<file path="config.mk">
export PLATFORM = sky130hd
export DESIGN_NAME = logic_op_arbiter
export DESIGN_NICKNAME = d
export VERILOG_FILES = /design/src/rtl/logic_op_arbiter.sv
export SDC_FILE = /design/constraint.sdc
export NUM_CORES = 1
export LEC_CHECK = 0
export ABC_CLOCK_PERIOD_IN_PS = 5400
export CORE_ASPECT_RATIO = 1.25
export CORE_MARGIN = 1.5
export CORE_UTILIZATION = 47
export CTS_BUF_LIST = sky130_fd_sc_hd__clkbuf_8
export DETAILED_ROUTE_END_ITERATION = 8
export DONT_BUFFER_PORTS = 1
export GPL_TIMING_DRIVEN = 0
export HOLD_SLACK_MARGIN = 0.08
export PLACE_DENSITY = 0.73
export SYNTH_ARGS = -nofsm -noshare
export SYNTH_HDL_FRONTEND = slang
export SYNTH_SLANG_ARGS = --single-unit
</file>
<file path="constraint.sdc">
create_clock -name clk -period 5.4 [get_ports clk]
set_clock_uncertainty 0.15 [all_clocks]
set_input_delay 1.08 -clock clk [delete_from_list [all_inputs] [get_ports clk]]
set_output_delay 1.08 -clock clk [all_outputs]
set_load 0.05 [all_outputs]
</file>
<file path="src/rtl/logic_op_arbiter.sv">
// Round-robin arbiter sharing one bitwise logic unit (AND/OR/NOT, optional XOR) among NREQ requesters.
// Define LOGIC_OP_ARBITER_XOR_EN to make opcode 11 compute XOR; otherwise it returns zero with out_err set.
module logic_op_arbiter #(
  parameter int unsigned NREQ  = 4,
  parameter int unsigned WIDTH = 8,
  parameter int unsigned IDW   = 2
) (
  input  logic                    clk,
  input  logic                    rst,
  input  logic [NREQ-1:0]         req_valid,
  output logic [NREQ-1:0]         req_ready,
  input  logic [2*NREQ-1:0]       req_op,
  input  logic [WIDTH*NREQ-1:0]   req_in1,
  input  logic [WIDTH*NREQ-1:0]   req_in2,
  output logic                    out_valid,
  input  logic                    out_ready,
  output logic [WIDTH-1:0]        out_data,
  output logic [IDW-1:0]          out_id,
  output logic                    out_err,
  output logic                    busy
);

  localparam int unsigned OPW = 2;

  typedef enum logic [1:0] {
    IDLE = 2'b00,
    EXEC = 2'b01,
    RESP = 2'b10
  } state_t;

  state_t           state;
  state_t           next_state;
  logic [IDW-1:0]   rr_ptr;
  logic [IDW-1:0]   win;
  logic [IDW-1:0]   id_q;
  logic             found;
  logic             accept;
  logic             complete;
  logic [OPW-1:0]   op_q;
  logic [OPW-1:0]   sel_op;
  logic [WIDTH-1:0] in1_q;
  logic [WIDTH-1:0] in2_q;
  logic [WIDTH-1:0] sel_in1;
  logic [WIDTH-1:0] sel_in2;
  logic [WIDTH-1:0] result;
  logic             result_err;
  int unsigned      pos;

  // First valid requester at or above rr_ptr, wrapping at NREQ-1
  always_comb begin
    found = 1'b0;
    win   = '0;
    pos   = 0;
    for (int unsigned k = 0; k < NREQ; k++) begin
      pos = 32'(rr_ptr) + k;
      if (pos >= NREQ) pos = pos - NREQ;
      if (!found && req_valid[IDW'(pos)]) begin
        found = 1'b1;
        win   = IDW'(pos);
      end
    end
  end

  // Payload of the current winner
  always_comb begin
    sel_op  = '0;
    sel_in1 = '0;
    sel_in2 = '0;
    for (int unsigned i = 0; i < NREQ; i++) begin
      if (win == IDW'(i)) begin
        sel_op  = req_op[OPW*i +: OPW];
        sel_in1 = req_in1[WIDTH*i +: WIDTH];
        sel_in2 = req_in2[WIDTH*i +: WIDTH];
      end
    end
  end

  always_ff @(posedge clk or posedge rst) begin
    if (rst) state <= IDLE;
    else     state <= next_state;
  end

  // Grants only in IDLE; a completion cycle never grants, so the next grant waits for IDLE
  always_comb begin
    next_state = state;
    req_ready  = '0;
    accept     = 1'b0;
    complete   = 1'b0;
    case (state)
      IDLE: begin
        if (found && !rst) begin
          req_ready[win] = 1'b1;
          accept         = 1'b1;
          next_state     = EXEC;
        end
      end
      EXEC: next_state = RESP;
      RESP: begin
        if (out_valid && out_ready) begin
          complete   = 1'b1;
          next_state = IDLE;
        end
      end
      default: next_state = IDLE;
    endcase
  end

  // Shared gate datapath
  always_comb begin
    result     = '0;
    result_err = 1'b0;
    case (op_q)
      2'b00: result = in1_q & in2_q;
      2'b01: result = in1_q | in2_q;
      2'b10: result = ~in1_q;
      2'b11: begin
`ifdef LOGIC_OP_ARBITER_XOR_EN
        result = in1_q ^ in2_q;
`else
        result_err = 1'b1;
`endif
      end
      default: result = '0;
    endcase
  end

  always_ff @(posedge clk or posedge rst) begin
    if (rst) begin
      op_q      <= '0;
      in1_q     <= '0;
      in2_q     <= '0;
      id_q      <= '0;
      rr_ptr    <= '0;
      out_valid <= 1'b0;
      out_data  <= '0;
      out_id    <= '0;
      out_err   <= 1'b0;
      busy      <= 1'b0;
    end else begin
      if (accept) begin
        op_q  <= sel_op;
        in1_q <= sel_in1;
        in2_q <= sel_in2;
        id_q  <= win;
        busy  <= 1'b1;
      end
      if (state == EXEC) begin
        out_data  <= result;
        out_id    <= id_q;
        out_err   <= result_err;
        out_valid <= 1'b1;
      end
      // Pointer moves past the winner only once its result is consumed
      if (complete) begin
        out_valid <= 1'b0;
        busy      <= 1'b0;
        rr_ptr    <= (id_q == IDW'(NREQ - 1)) ? '0 : id_q + IDW'(1);
      end
    end
  end

endmodule

</file>
==> reports/metrics.yaml <==
yosys:
  syn_nets: 329
  synth.avg_cell_area_um2: 9.12
  synth_ff_type: "dfrtp_1"
  yosys_warnings: 0
  synth_seq_cells: 37
  synth_area_um2: 2270
  ys_seq_area_share_pct: 40.8
  syn_inst: 249
  ys_async_sr_fraction_pct: 100
  synth_edf_count: 0
  synth_cell_types: 40
layout:
  final_area_um2: 2460
  num-fill-cells: 464
  nets: 338
  seq_area_um2: 926
  mostFrequentLayoutCells: "39 x nand2_1, 37 x dfrtp_1, 24 x nor2_1, 19 x o21ai_0"
  syn_to_final_growth_pct: 8.37
  instances_no_fill: 319
  drive_gt1_share_pct: 12.4
  antenna_cells: 0
  multiInputGateArea_um2: 1220
  layout_commonest_cell: "nand2_1"
pwr:
  total_power_uw: 1450
  p_leak_uw: 0.00107
  ir_drop_mv: 0.268
  power_density_nw_per_um2: 587
clock_network:
  cts_htree_levels: 2
  post-cts-setup-buffers: 0
  cts_sinks: 37
  numCtsBuffers: 5
  cts_buffer_depth: 2
  clk_pin_slew_ns: 0.07
  clk-insertion-delay-late_ns: 0.29
  cts_tree: "built"
  cts_root_buf: "clkbuf_8"
  cts_resized: 0
  cts_hold_buf: 0
sta:
  fmax_ghz: 0.240
  setup_slack_ns: 1.24
  period_minus_slack_ns: 4.16
  fin_setup_tns_ns: 0
  rsz0062_at_grt: "false"
  finalSetupViolations: 0
  worst_pin_slew_ns: 0.885
  hold_viol: 0
  slew_headroom_pct: 40.8
  min_period_over_period_pct: 77.1
  slew_viol_final: 0
setup_path:
  startpoint_type: "primary input"
  critical_path_class: "primary input to primary output"
  rrSetupSlack_ns: 3.28
  required_ns: 4.17
  slowest_delay_ns: 0.69
  cp.arrival_ns: 2.93
  crit_fanout: 10
  path_cells: "or4_1, buf_2, inv_2, buf_2, nand2_1, nor2_1"
  end_kind: "primary output"
  crit_path_frequent_cell: "buf_2"
  crit_slowest_cell: "nor2_1"
global_routing:
  grt_usage_pct: 23.3
  first_global_vias: 1809
  gr-total-overflow: 0
  grt_antenna_before_repair: 0
  grt_first_pass_wirelength_um: 9160
  grt_max_degree: 14
detailed_routing:
  routed_wl_um: 5860
  dr.pass1.iters: 4
  drc: 0
  postRouteAntennaNets: 0
  via_per_inst: 6.09
  vias: 1943
  wl_per_cell_um: 18.4
  drt_iter0_markers: 70
placement:
  dpl.hpwl_um: 4540
  io_buffer_count: 0
  place_inst: 311
  post_dp_cell_area_um2: 2380
  dpl_worst_slack_ns: 1.25
  gp_congestion: 0.821
floorplanning:
  die_w_um: 65.2
  core-area_um2: 4690
  die_h_um: 80.7
  pin_count: 96
  dieArea_um2: 5260
  initial_utilization_pct: 48.4
  fp-row-count: 28
worst_hold_path:
  min_path_type: "flip-flop to flip-flop"
run:
  maxCapViolations: 0
status:
  status: "completed"
## area by class of cell
type	count	share of cell area (%)
repair buffers	2	1.22
inverters	5	0.763
flip-flops and latches	37	37.6
multi-input cells	188	49.7
well taps	60	3.05
clock inverters	3	0.458
clock buffers	5	2.80
plain buffers	19	4.42
## Yosys cell counts, types with 2 or more instances
library cell / n / area [um2]
buf_6: 2 / 22.5
nand2_1: 39 / 146
nor2_1: 24 / 90.1
and2_1: 8 / 50.1
nor2b_1: 3 / 18.8
o21ai_0: 19 / 95.1
mux2_2: 7 / 78.8
o211ai_1: 3 / 22.5
clkbuf_1: 7 / 26.3
mux2i_1: 16 / 160
a311o_1: 8 / 80.1
or3_1: 3 / 18.8
buf_2: 6 / 30.0
nor3b_1: 2 / 15.0
a311oi_1: 5 / 43.8
o221ai_1: 10 / 87.6
nor3_1: 6 / 30.0
nand2b_1: 2 / 12.5
inv_1: 4 / 15.0
buf_4: 4 / 30.0
dfrtp_1: 37 / 926
a21oi_1: 16 / 80.1
## worst max-delay path, delay by kind of cell
family / cells / cell delay, ns
simple gates: 3 / 1.31
buf+inv: 3 / 0.54
## metrics by stage
step,hold slack [ns],utilization (%)
after global placement,0.328,50.0
after global routing,0.406,52.4
after floorplan,0.299,-
after detailed placement,0.345,50.7
final,0.361,52.4
after CTS,0.364,52.4
## routing by layer
metal / track usage [%] / part of all wire (%)
met1: 30.4 / 40
met2: 37.6 / 52
met3: 6.16 / 7.0
met4: 7.71 / 1.5
met5: 0 / 0
## where the power goes
part	internal (uW)	switching, uW	total, uW
registers	399	231	630
logic	266	369	634
clock network	86.0	94.5	180
## registers in the layout, indices dropped and copies added (netlist names)
| register | count |
|---|---|
| out_id | 2 |
| rr_ptr | 2 |
| state | 2 |
| in1_q | 8 |
| op_q | 2 |
| id_q | 2 |
| out_valid | 1 |
| busy | 1 |
| in2_q | 8 |
| out_data | 8 |
| out_err | 1 |
## cell families after synthesis
group                    share of synthesized area (%)
multiplexers                                      10.5
buffers and inverters                             5.62
AND/OR/NAND/NOR                                   20.6
flip-flops                                        40.8
AO/OA/AOI/OAI                                     22.0
adder cells (fa/ha/maj)                          0.551
## worst paths after layout
kind	depth (start not counted)	startpoint	end
worst max-delay path	6	rst	req_ready[0]
worst min-delay path	2	in2_q[6]	in2_q[6]
worst max register to register	5	rr_ptr[0]	in2_q[7]
worst min register to register	2	in2_q[6]	in2_q[6]
max in group asynchronous	3	rst	in1_q[7]
min in group asynchronous	1	rst	state[0]
Note: power is estimated with default switching activity, not from simulation.
